--- src/rtl/adc_frame_aligner.sv ---
// adc_frame_aligner: bitslip-driven frame search and lock monitor for LVDS ADC SERDES words,
// with per-channel sample unpacking and output format conversion.
module adc_frame_aligner #(
    parameter int                      NUM_CH         = 2,
    parameter int                      LANES_PER_CH   = 2,
    parameter int                      SERDES_RATIO   = 7,
    parameter int                      OUT_BITS       = 16,
    parameter logic [SERDES_RATIO-1:0] FRAME_PATTERN  = '0,
    parameter bit                      ACCEPT_INVERSE = 1'b1,
    parameter int                      FORMAT         = 0,
    parameter int                      BITSLIP_GAP    = 4,
    parameter int                      LOCK_COUNT     = 8,
    parameter int                      LOSS_COUNT     = 2,
    parameter int                      MAX_SLIPS      = 14
) (
    input  logic                                           clk,
    input  logic                                           reset,
    input  logic [(NUM_CH*LANES_PER_CH+1)*SERDES_RATIO-1:0] serdes_data,
    input  logic                                           realign,
    output logic                                           bitslip,
    output logic [NUM_CH*OUT_BITS-1:0]                     data_out,
    output logic                                           data_valid,
    output logic                                           locked,
    output logic                                           align_fail,
    output logic [7:0]                                     slip_count,
    output logic [15:0]                                    err_count
);
    localparam int NL = NUM_CH*LANES_PER_CH+1;
    localparam int SB = LANES_PER_CH*SERDES_RATIO;
    localparam logic [15:0] LOCK_N   = 16'(LOCK_COUNT);
    localparam logic [15:0] LOSS_N   = 16'(LOSS_COUNT);
    localparam logic [15:0] GAP_LAST = 16'(BITSLIP_GAP-1);
    localparam logic [7:0]  SLIP_MAX = 8'(MAX_SLIPS);
    localparam logic [SB-1:0] SIGN_FLIP = (FORMAT == 2) ? (SB'(1) << (SB-1)) : '0;

    typedef enum logic [2:0] {SEARCH, SLIP_WAIT, VERIFY, LOCKED, FAIL} state_t;

    state_t                         r_state;
    logic [NL*SERDES_RATIO-1:0]     r_din;
    logic [15:0]                    r_cnt;
    logic [15:0]                    r_miss;
    logic [15:0]                    r_gap;
    logic [SERDES_RATIO-1:0]        w_frame;
    logic [SB-1:0]                  w_raw [NUM_CH];
    logic [NUM_CH*OUT_BITS-1:0]     w_conv;
    logic                           w_match;

    always_comb begin
        w_frame = '0;
        w_conv  = '0;
        for (int c = 0; c < NUM_CH; c++) w_raw[c] = '0;
        for (int k = 0; k < SERDES_RATIO; k++) begin
            w_frame[SERDES_RATIO-1-k] = r_din[k*NL+NL-1];
            for (int c = 0; c < NUM_CH; c++)
                for (int l = 0; l < LANES_PER_CH; l++)
                    w_raw[c][SB-1-l*SERDES_RATIO-k] = r_din[k*NL+c*LANES_PER_CH+l];
        end
        // offset binary becomes two's complement by flipping the MSB before sign extension
        for (int c = 0; c < NUM_CH; c++)
            w_conv[c*OUT_BITS +: OUT_BITS] = (FORMAT == 0) ? OUT_BITS'(w_raw[c])
                                                           : OUT_BITS'(signed'(w_raw[c] ^ SIGN_FLIP));
        w_match = (w_frame == FRAME_PATTERN) || (ACCEPT_INVERSE && (w_frame == ~FRAME_PATTERN));
    end

    always_ff @(posedge clk) begin
        r_din <= serdes_data;
        if (reset) begin
            r_state    <= SEARCH;
            r_cnt      <= '0;
            r_miss     <= '0;
            r_gap      <= '0;
            bitslip    <= 1'b0;
            data_out   <= '0;
            data_valid <= 1'b0;
            locked     <= 1'b0;
            align_fail <= 1'b0;
            slip_count <= '0;
            err_count  <= '0;
        end else begin
            bitslip    <= 1'b0;
            data_out   <= w_conv;
            data_valid <= 1'b0;
            if (realign) begin
                r_state    <= SEARCH;
                r_cnt      <= '0;
                r_miss     <= '0;
                r_gap      <= '0;
                slip_count <= '0;
                locked     <= 1'b0;
                align_fail <= 1'b0;
            end else begin
                case (r_state)
                    SEARCH: begin
                        if (w_match) begin
                            r_cnt <= 16'd1;
                            if (LOCK_N == 16'd1) begin
                                r_state    <= LOCKED;
                                locked     <= 1'b1;
                                data_valid <= 1'b1;
                            end else begin
                                r_state <= VERIFY;
                            end
                        end else if (slip_count < SLIP_MAX) begin
                            r_state    <= SLIP_WAIT;
                            r_gap      <= '0;
                            bitslip    <= 1'b1;
                            slip_count <= slip_count + 8'd1;
                        end else begin
                            r_state    <= FAIL;
                            align_fail <= 1'b1;
                        end
                    end
                    SLIP_WAIT: begin
                        r_gap <= r_gap + 16'd1;
                        if (r_gap == GAP_LAST) r_state <= SEARCH;
                    end
                    VERIFY: begin
                        if (w_match) begin
                            r_cnt <= r_cnt + 16'd1;
                            if (r_cnt + 16'd1 == LOCK_N) begin
                                r_state    <= LOCKED;
                                locked     <= 1'b1;
                                data_valid <= 1'b1;
                            end
                        end else begin
                            r_state <= SEARCH;
                            r_cnt   <= '0;
                        end
                    end
                    LOCKED: begin
                        if (w_match) begin
                            r_miss     <= '0;
                            data_valid <= 1'b1;
                        end else begin
                            err_count <= err_count + {15'd0, err_count != 16'hFFFF};
                            r_miss    <= r_miss + 16'd1;
                            if (r_miss + 16'd1 == LOSS_N) begin
                                r_state    <= SEARCH;
                                r_miss     <= '0;
                                r_cnt      <= '0;
                                slip_count <= '0;
                                locked     <= 1'b0;
                            end
                        end
                    end
                    default: ;
                endcase
            end
        end
    end
endmodule

--- config.mk ---
export PLATFORM = sky130hd
export DESIGN_NAME = adc_frame_aligner
export DESIGN_NICKNAME = d
export VERILOG_FILES = /design/src/rtl/adc_frame_aligner.sv
export SDC_FILE = /design/constraint.sdc
export NUM_CORES = 1
export LEC_CHECK = 0
export BUFFER_PORTS_ARGS = -buffer_cell sky130_fd_sc_hd__buf_2
export CAP_MARGIN = 25
export CORE_ASPECT_RATIO = 1.25
export CORE_MARGIN = 2
export CORE_UTILIZATION = 58
export CTS_BUF_LIST = sky130_fd_sc_hd__clkbuf_8
export CTS_CLUSTER_DIAMETER = 100
export DETAILED_ROUTE_END_ITERATION = 8
export PLACE_DENSITY = 0.84
export SYNTH_ARGS = -nofsm -noshare
export SYNTH_HDL_FRONTEND = slang
export SYNTH_SLANG_ARGS = --single-unit
--- constraint.sdc ---
create_clock -name clk -period 2.7 [get_ports clk]
set_clock_uncertainty 0.05 [all_clocks]
set_input_delay 0 -clock clk [delete_from_list [all_inputs] [get_ports clk]]
set_output_delay 0 -clock clk [all_outputs]
set_load 0.01 [all_outputs]
### Word level (Yosys, flattened, before mapping)

Cells that the tools add are included.

| word-level totals | value |
|---|---|
| bits in registers | 146 |
| output and inout bits | 60 |
| bits of input ports | 38 |

| cells by class | value |
|---|---|
| $lt $le $gt $ge | 1 |
| reduce and logical (&&, ||, !) cells | 17 |
| eq/ne operators | 17 |
| bitwise gates (word level) | 4 |
| multiplexer cells | 33 |
| add/subtract/negate cells | 5 |

Operators with widths:

| kind | number |
|---|---|
| two-way mux 16 bit | 8 |
| adder 16 x 1 -> 16 bit (second input constant) | 3 |
| one-hot mux 16 bit (3 select lines) | 1 |
| == test 16 x 2 -> 1 bit (second input constant) | 2 |
| two-way mux 8 bit | 4 |
| one-hot mux 16 bit (2 select lines) | 1 |
| two-way mux 3 bit | 7 |
| adder 16 x 1 -> 16 bit | 1 |
| == test 16 x 4 -> 1 bit (second input constant) | 1 |
| != test 16 bit (second input constant) | 1 |
| != test 2 bit (second input constant) | 8 |
| one-hot mux 8 bit (2 select lines) | 1 |
| AND reduction 5 bit | 3 |
| one-hot mux 3 bit (4 select lines) | 1 |
| AND reduction 3 bit | 3 |
| adder 8 x 1 -> 8 bit (second input constant) | 1 |
| less-than comparator 8 x 4 -> 1 bit (second input constant) | 1 |
| two-way mux 1 bit | 8 |
| == test 7 bit (second input constant) | 1 |
| zero test 7 bit | 1 |
| == test 3 x 2 -> 1 bit (second input constant) | 2 |
| nonzero test 2 bit | 3 |
| NOT 1 bit | 4 |
| one-hot mux 1 bit (2 select lines) | 2 |
| other kinds (9) | 9 |

### Logic depth before layout (Yosys ltp)

Gate-level depths: netlist of run 1.

| depth | value |
|---|---|
| depth in word-level cells | 5 |
| mapped depth | 12 |
| depth with buffers taken out | 11 |

### Least setup slack after synthesis of run 1

OpenSTA, ideal clock, no wires.

| path | value |
|---|---|
| path type | flip-flop to flip-flop |
| from | register r_miss[0] |
| to | register r_cnt[3] |
| buffers on the path | 1 |
| cell stages (with the launch flop) | 10 |
| arrival time | 2.269 ns |
| slack | 0.250 ns |
| period minus slack after synthesis | 2.450 ns |
| path through | dfxtp_1 -> ha_1 -> and3_1 -> nand3_1 -> mux2i_1 -> nand4b_4 -> o31a_1 -> buf_2 -> o311ai_1 -> o41ai_1 |

| on the way | value |
|---|---|
| longest elaborated chain between the ends | 4 |

RTL lines:

| what | RTL line | RTL |
|---|---|---|
| from (decl) | 41 | `logic [15:0] r_miss;` |
| from (signal assigned) | 136 | `r_miss <= r_miss + 16'd1;` |
| adder 16 x 1 -> 16 bit | 137 | `if (r_miss + 16'd1 == LOSS_N) begin` |
| == test 16 x 2 -> 1 bit | 137 |  |
| != test 2 bit (no source line) | n/a |  |
| AND reduction 4 bit (no source line) | n/a |  |
| to (signal assigned) | 119 | `r_cnt <= r_cnt + 16'd1;` |
| to (decl) | 40 | `logic [15:0] r_cnt;` |

Every way passes these cells.
A chain may end at the register's enable or synchronous reset.

### Final worst setup path of run 1

| path | value |
|---|---|
| from | register r_miss[1] |
| to | register r_miss[13] |

| on the way | value |
|---|---|
| longest elaborated chain between the ends | 4 |

RTL lines:

| what | RTL line | RTL |
|---|---|---|
| adder 16 x 1 -> 16 bit * | 136, 137 |  |
| == test 16 x 2 -> 1 bit | 137 |  |
| two-way mux 16 bit * | 137 |  |
| two-way mux 16 bit * | 131 | `if (w_match) begin` |

Every way passes the cells marked *; elsewhere a longest branch is shown, timed or not.

==> results of run 1 <==
==> cell usage after synthesis (4+ instances only) <==
library cell,count,area (µm²)
nand2_1,50,188
nand4_1,17,106
a31oi_1,17,106
or4_1,4,30.0
xor2_1,13,114
clkbuf_1,23,86.3
nor2b_1,29,181
dfxtp_1,142,2840
nor2_1,56,210
buf_2,5,25.0
inv_1,14,52.6
buf_4,8,60.1
or3_1,21,131
and3_1,11,68.8
nor3_1,18,90.1
ha_1,7,87.6
nor4_4,4,85.1
o31ai_1,8,60.1
xnor2_1,14,123
and4_1,4,35.0
a21oi_1,44,220
mux2i_1,5,50.1
nand3_1,35,175
nor4_1,8,50.1
o21ai_0,35,175
==> cell type report <==
| cell class | count | area [µm²] |
|---|---|---|
| Clock buffer | 18 | 248 |
| Timing Repair Buffer | 164 | 1090 |
| Fill cell | 616 | 2290 |
| Clock inverter | 14 | 183 |
| Tap cell | 126 | 158 |
| Inverter | 14 | 52.6 |
| Sequential cell | 142 | 2850 |
| Multi-Input combinational cell | 458 | 2840 |
==> per-layer routing <==
| layer | share of wire, % | GRT usage (%) | vias up |
|---|---|---|---|
| li1 | - | - | 2620 |
| met1 | 37 | 33.8 | 2623 |
| met2 | 51 | 55.7 | 295 |
| met3 | 7.8 | 7.87 | 49 |
| met4 | 3.6 | 14.4 | 0 |
| met5 | 0 | 0 | - |
==> how the worst min path moves through the flow <==
stage,startpoint,endpoint,slack (ps),depth (start not counted)
final,serdes_data[8],r_din[8],130,2
after floorplan,serdes_data[0],r_din[0],-20,0
after detailed placement,serdes_data[1],r_din[1],50,1
after CTS,serdes_data[30],r_din[30],120,2
after global placement,serdes_data[31],r_din[31],50,1
after global routing,serdes_data[32],r_din[32],120,2
==> sequential cells by signal, indices dropped and copies added, names as in the netlist, 3 cells and up <==
register    flops
r_miss         16
r_gap          16
slip_count      8
r_din          35
err_count      16
r_state         3
r_cnt          16
data_out       28
==> critical path: stages, from the launching register on <==
cell,delay (ps)
dfxtp_2,380
ha_2,260
inv_1,70
o41ai_1,480
nand3_1,210
nand4b_4,280
o211ai_1,500
o21ai_0,160
a21o_1,190
==> repair_timing <==
item	4_1_cts	5_1_grt
resized for setup	0	20
hold endpoints to repair	40	0
endpoints found under the setup margin	0	48
hold buffers	37	0
setup buffers	0	6
==> per-stage QoR <==
| step | worst slack (ps) | total power [mW] | TNS, ps | hold WS (ps) |
|---|---|---|---|---|
| 2_1_floorplan | 250 | 2.30 | 0 | -22.3 |
| 3_3_place_gp | 112 | 2.37 | 0 | 51.9 |
| 3_5_place_dp | 10.4 | 2.38 | 0 | 53.6 |
| 4_1_cts | 17.0 | 4.20 | 0 | 120 |
| 5_1_grt | -183 | 4.36 | -2380 | 122 |
| 6_report | 4.77 | 4.25 | 0 | 131 |
==> power by group through the flow <==
stage / registers, mW / logic (mW) / clock network, mW
global placement: 2.21 / 0.162 / 0
floorplan: 2.22 / 0.0772 / 0
detailed placement: 2.21 / 0.167 / 0
CTS: 2.17 / 0.210 / 1.83
finish: 2.17 / 0.223 / 1.86
global route: 2.18 / 0.237 / 1.94
==> kinds of logic (layout without fill, tap and decap cells) <==
family                   after synthesis  after routing  share of synthesized area (%)
adder cells (fa/ha/maj)                7              7                           1.50
buffers and inverters                 50            210                           3.84
XOR/XNOR                              27             27                           4.06
AO/OA/AOI/OAI                        137            137                           14.8
flip-flops                           142            142                           48.8
AND/OR/NAND/NOR                      278            278                           26.1
multiplexers                           5              5                          0.858
other                                  1              4                         0.0643
==> cell usage in the layout (no fill, tap or decap), drive strengths merged, types with 4 or more instances in the layout <==
| master | instances |
|---|---|
| dfxtp | 142 |
| buf | 127 |
| nor2 | 58 |
| nand2 | 50 |
| a21oi | 44 |
| dlygate4sd3 | 37 |
| o21ai | 36 |
| nand3 | 36 |
| nor2b | 29 |
| or3 | 21 |
| inv | 20 |
| nor3 | 19 |
| clkbuf | 18 |
| a31oi | 18 |
| nand4 | 17 |
| xnor2 | 14 |
| xor2 | 13 |
| nor4 | 13 |
| and3 | 11 |
| o31ai | 9 |
| ha | 7 |
| mux2i | 5 |
| and4 | 4 |
| or4 | 4 |
| conb | 4 |
| clkinv | 4 |
| or2 | 4 |
==> results.rst, run 1 <==
.. list-table::
   :header-rows: 1

   * - Metric
     - Value
   * - Outcome
     - finished clean
   * - Share of synthesized flip-flops with an asynchronous set or reset
     - 0%
   * - Design Area, Final
     - 7420 µm²
   * - Total grt overflow
     - 0
   * - Data required, critical path
     - 2990 ps
   * - Core footprint
     - 9710 µm²
   * - Placer's final routability congestion estimate
     - 0.907
   * - Via density per instance
     - 5.97
   * - Port Buf Inserts
     - 93
   * - Maximum clock frequency
     - 371 MHz
   * - EDFF count, synth
     - 0
   * - Critical path startpoint
     - r_miss[1]
   * - Detailed Routing Iterations Pass 1
     - 6
   * - Sequential-to-total area share from yosys stat
     - 48.8%
   * - Maximum number of pins on one net before global-route repair
     - 45
   * - Unique cell type count in the Yosys netlist
     - 61
   * - CTS H-Tree Depth
     - 4
   * - Clk Tree Root Cell
     - clkbuf_8
   * - Worst min path class
     - input port to flip-flop
   * - Num ports
     - 98
   * - Clock period minus worst slack
     - 2700 ps
   * - Max-cap violations
     - 0
   * - Sw Share
     - 24.5%
   * - Total wirelength of the detailed-routed design
     - 16700 µm
   * - Most common flop cell mapped by yosys
     - dfxtp_1
   * - Ratio of cells with drive above 1 in the final layout
     - 23.7%
   * - CTS Buf Count
     - 17
   * - Sequential power share
     - 51.1%
   * - Worst Path Arrival
     - 2990 ps
   * - Count of endpoints failing hold in the final timing report
     - 0
   * - Part of the cycle the worst path needs
     - 99.8%
   * - Non-filler cells in the finished layout
     - 936
   * - Worst ir drop on vdd
     - 0.000670 V
   * - Number of violations reported at the end of detailed-routing iteration 0
     - 378
   * - Via count
     - 5587
   * - Longest Clk Path Bufs
     - 2
   * - Latest clock arrival within the worst-skew pair
     - 450 ps
   * - Critical path destination
     - r_miss[13]
   * - Via count of the first global-routing pass
     - 5477
   * - FF-to-FF path depth
     - 8
   * - Standard cell area after detailed placement
     - 6500 µm²
   * - Die height
     - 116 µm
   * - Cell Rows
     - 40
   * - Number of clock sinks
     - 142
   * - Part of the power in combinational logic
     - 5.2%
   * - Placed wire-length estimate
     - 10100 µm
   * - Setup violations, final
     - 0
   * - Die Outline Area
     - 10900 µm²
   * - Remaining design rule violation count
     - 0
   * - Synthesis Warnings
     - 0
   * - Type of the worst setup path
     - flip-flop to flip-flop
   * - Wirelength per Cell
     - 17.8 µm
   * - Internal power contribution
     - 3.21 mW
   * - Total Nets Final
     - 842
   * - TritonCTS clock tree
     - built
   * - Global-route total usage across every layer
     - 30.8%
   * - Cell area after synthesis
     - 5830 µm²
   * - Initial antenna violation count
     - 0
   * - Critical path endpoint category
     - flip-flop
   * - Relative slew margins
     - 49.7%
   * - Start of the worst register-to-register path
     - r_miss[1]
   * - Global-route wire length before repair
     - 26400 µm
   * - Average instance area after synthesis
     - 9.01 µm²
   * - Dpl cells
     - 861
   * - Die span in x
     - 93.7 µm
   * - Initial Util
     - 60.1%
   * - Synthesized netlist cell count
     - 647
   * - Synth Register Bits
     - 142
   * - Number of antenna repair diodes
     - 0
   * - Clock input transition at the sequential cells of the worst setup and hold paths
     - 90 ps
   * - Startpoint kind of the worst setup timing path
     - flip-flop
   * - Final core utilization
     - 76.5%
   * - Transition time of the tightest slew-check pin
     - 751 ps
   * - Number of nets still failing antenna checks after routing
     - 0
   * - P per Cell Area
     - 573 nW/µm²
   * - Clock network fraction of total power
     - 43.7%
   * - Total leakage power
     - 2.92 nW
   * - Net switching power
     - 1.04 mW
   * - Worst-path fanout max
     - 7
   * - Internal reg-to-reg setup slack
     - 5 ps
   * - Max-slew violation count
     - 0
   * - Synthesis-to-layout area growth
     - 27.3%
   * - Worst R2R End
     - r_miss[13]
Power figures use the tool's default switching activity.
==> run 2: changes to the inputs <==
Settings changed: CORE_UTILIZATION 58 to 52, PLACE_DENSITY 0.84 to 0.8.
Clock period 2.7 ns to 2.2 ns, I/O delays scaled along.
==> run 2 against run 1 <==
The flow now finishes with violations (negative setup slack). Critical endpoint is now r_gap[2]. Routed wire length grew 60%. Sequential share of layout area shrank 5.3 points. Flip-flop and latch count is the same. Sequential power grew 23%. Combinational power grew 43%. Fmax grew 2.1%. Die area grew 11%. Critical path depth grew 1. Power grew 25%. Core utilization grew 2.6 points. Design area grew 17%. Register-to-register slack lost 440 ps.
==> results.rst, run 2 (synthesis gave the netlist of run 1 again) <==
.. list-table::
   :header-rows: 1

   * - Metric
     - Value
   * - Initial antenna violation count
     - 0
   * - Top register by number of flip-flops
     - r_din
   * - Dpl cells
     - 922
   * - Number of clock sinks
     - 142
   * - Initial Util
     - 52.9%
   * - Data required, critical path
     - 2490 ps
   * - Remaining design rule violation count
     - 0
   * - Die Outline Area
     - 12100 µm²
   * - Count of endpoints failing hold in the final timing report
     - 0
   * - Violated checks
     - negative setup slack
   * - Die height
     - 122 µm
   * - Via density per instance
     - 6.90
   * - Longest Clk Path Bufs
     - 2
   * - Number of flip-flops under the largest register name
     - 35
   * - Critical path endpoint category
     - flip-flop
   * - Number of nets still failing antenna checks after routing
     - 0
   * - Cell Rows
     - 43
   * - Cell repeated most along the worst path
     - buf_6
   * - Non-filler cells in the finished layout
     - 1025
   * - P per Cell Area
     - 612 nW/µm²
   * - Clock input transition at the sequential cells of the worst setup and hold paths
     - 100 ps
   * - Cell Chain, Critical Path
     - or4_4 -> nor4_4 -> buf_6 -> nor3_4 -> buf_4 -> buf_6 -> o211ai_1 -> xor2_1 -> nor2_1
   * - Placed wire-length estimate
     - 10600 µm
   * - CTS Buf Count
     - 17
   * - Num ports
     - 98
   * - Critical-path cell with the highest stage delay
     - or4_4
   * - Total grt overflow
     - 0
   * - Registers with the most flip-flops
     - r_din x35, data_out x28
   * - Wirelength per Cell
     - 26.0 µm
   * - Top library cells by usage in the layout, fill and taps aside
     - dfxtp_1 (120), buf_4 (97), buf_2 (94), nor2_1 (51), nand2_1 (41)
   * - Global-route wire length before repair
     - 33300 µm
   * - Delay of the slowest cell on the worst path
     - 560 ps
   * - Number of buffers and inverters on the critical path
     - 3
   * - Max-cap violations
     - 0
   * - Max-slew violation count
     - 0
   * - Clock period minus worst slack
     - 2640 ps
   * - Port Buf Inserts
     - 93
   * - CTS H-Tree Depth
     - 4
   * - Number of antenna repair diodes
     - 0
   * - Total Nets Final
     - 923
   * - Relative slew margins
     - 45.8%
   * - Placer's final routability congestion estimate
     - 0.959
   * - Most common cell after layout, fill and taps aside
     - dfxtp_1
   * - Maximum number of pins on one net before global-route repair
     - 45
   * - Worst ir drop on vdd
     - 0.000680 V
   * - Outcome
     - finished, violations left
   * - Standard cell area after detailed placement
     - 7030 µm²
   * - Worst min path class
     - input port to flip-flop
   * - Synthesis-to-layout area growth
     - 49.6%
   * - Worst Path Arrival
     - 2930 ps
   * - Unrepaired setup endpoints after global routing
     - true
   * - Core footprint
     - 11000 µm²
   * - Type of the worst setup path
     - flip-flop to flip-flop
   * - Via count of the first global-routing pass
     - 6422
   * - Total leakage power
     - 3.52 nW
   * - Latest clock arrival within the worst-skew pair
     - 470 ps
   * - Number of violations reported at the end of detailed-routing iteration 0
     - 1176
   * - Transition time of the tightest slew-check pin
     - 811 ps
   * - Worst-case setup margin in the final layout
     - -439 ps
   * - Global-route total usage across every layer
     - 35.0%
   * - Setup violations, final
     - 73
   * - Part of the cycle the worst path needs
     - 120%
   * - Worst-path fanout max
     - 5
   * - Total wirelength of the detailed-routed design
     - 26700 µm
   * - TritonCTS clock tree
     - built
   * - Ratio of cells with drive above 1 in the final layout
     - 43.0%
   * - Cell family with the largest share of critical-path delay
     - simple AND/OR/NAND/NOR gates
   * - Via count
     - 7074
   * - Detailed Routing Iterations Pass 1
     - 8
   * - Maximum clock frequency
     - 379 MHz
   * - Design Area, Final
     - 8720 µm²
   * - Startpoint kind of the worst setup timing path
     - flip-flop
   * - Die span in x
     - 98.7 µm
   * - Clk Tree Root Cell
     - clkbuf_8
run 2: cell types whose count changed in the layout (fill, tap and decap cells not counted), sizes merged:
cell	change
or3	+1
clkbuf	-1
inv	+1
buf	+79
o31a	+1
clkinv	-1
run 2: per-layer routing:
layer  global-route usage [%]  share of wire (%)  up-vias
met5                        0                  0        -
met1                     38.5                 32     3145
met2                     61.1                 45      828
met4                     18.9                 10        0
li1                         -                  -     2771
met3                     10.0                 13      330
run 2: layout make-up:
type / instances / area [µm²]
inverters: 14 / 52.6
flip-flops and latches: 142 / 2880
clock inverters: 14 / 181
fillers: 475 / 2310
clock buffers: 17 / 234
well taps: 135 / 169
multi-input cells: 460 / 3440
repair buffers: 243 / 1760
run 2: power breakdown:
group          leakage (nW)  internal [mW]  total [mW]  switching [mW]
sequential             1.18           2.63        2.67          0.0403
clock                 0.212           1.14        2.34            1.20
combinational          2.13          0.136       0.320           0.184
total                  3.52           3.91        5.33            1.43
run 2: worst paths after layout:
path         depth (start not counted)      endpoint           start  slack (ps)
min                                  2      r_din[0]  serdes_data[0]         120
max                                  9      r_gap[2]       r_din[34]        -440
max reg2reg                          9      r_gap[2]       r_din[34]        -440
min reg2reg                          1  data_out[12]        r_din[5]         410
run 2: repair_timing:
item,in CTS,in global routing
cloned,3,1
pin swaps,27,70
endpoints found under the setup margin,65,74
buffers inserted,12,21
hold buffers,37,0
resized for setup,56,109
endpoints found under the hold margin,40,0
run 2: metrics by stage:
stage                     setup TNS (ps)  power (mW)  utilization [%]  setup WS [ps]  hold WS, ps
after floorplan                    -1070        2.83                -          -67.2        -22.3
after global placement             -2060        2.91             63.7           -160         51.9
after detailed placement           -6500        2.92             63.7           -324         53.6
after CTS                          -3340        5.16             74.1           -177          124
after global routing              -18080        5.41             79.1           -554          115
final                             -15670        5.33             79.1           -439          115
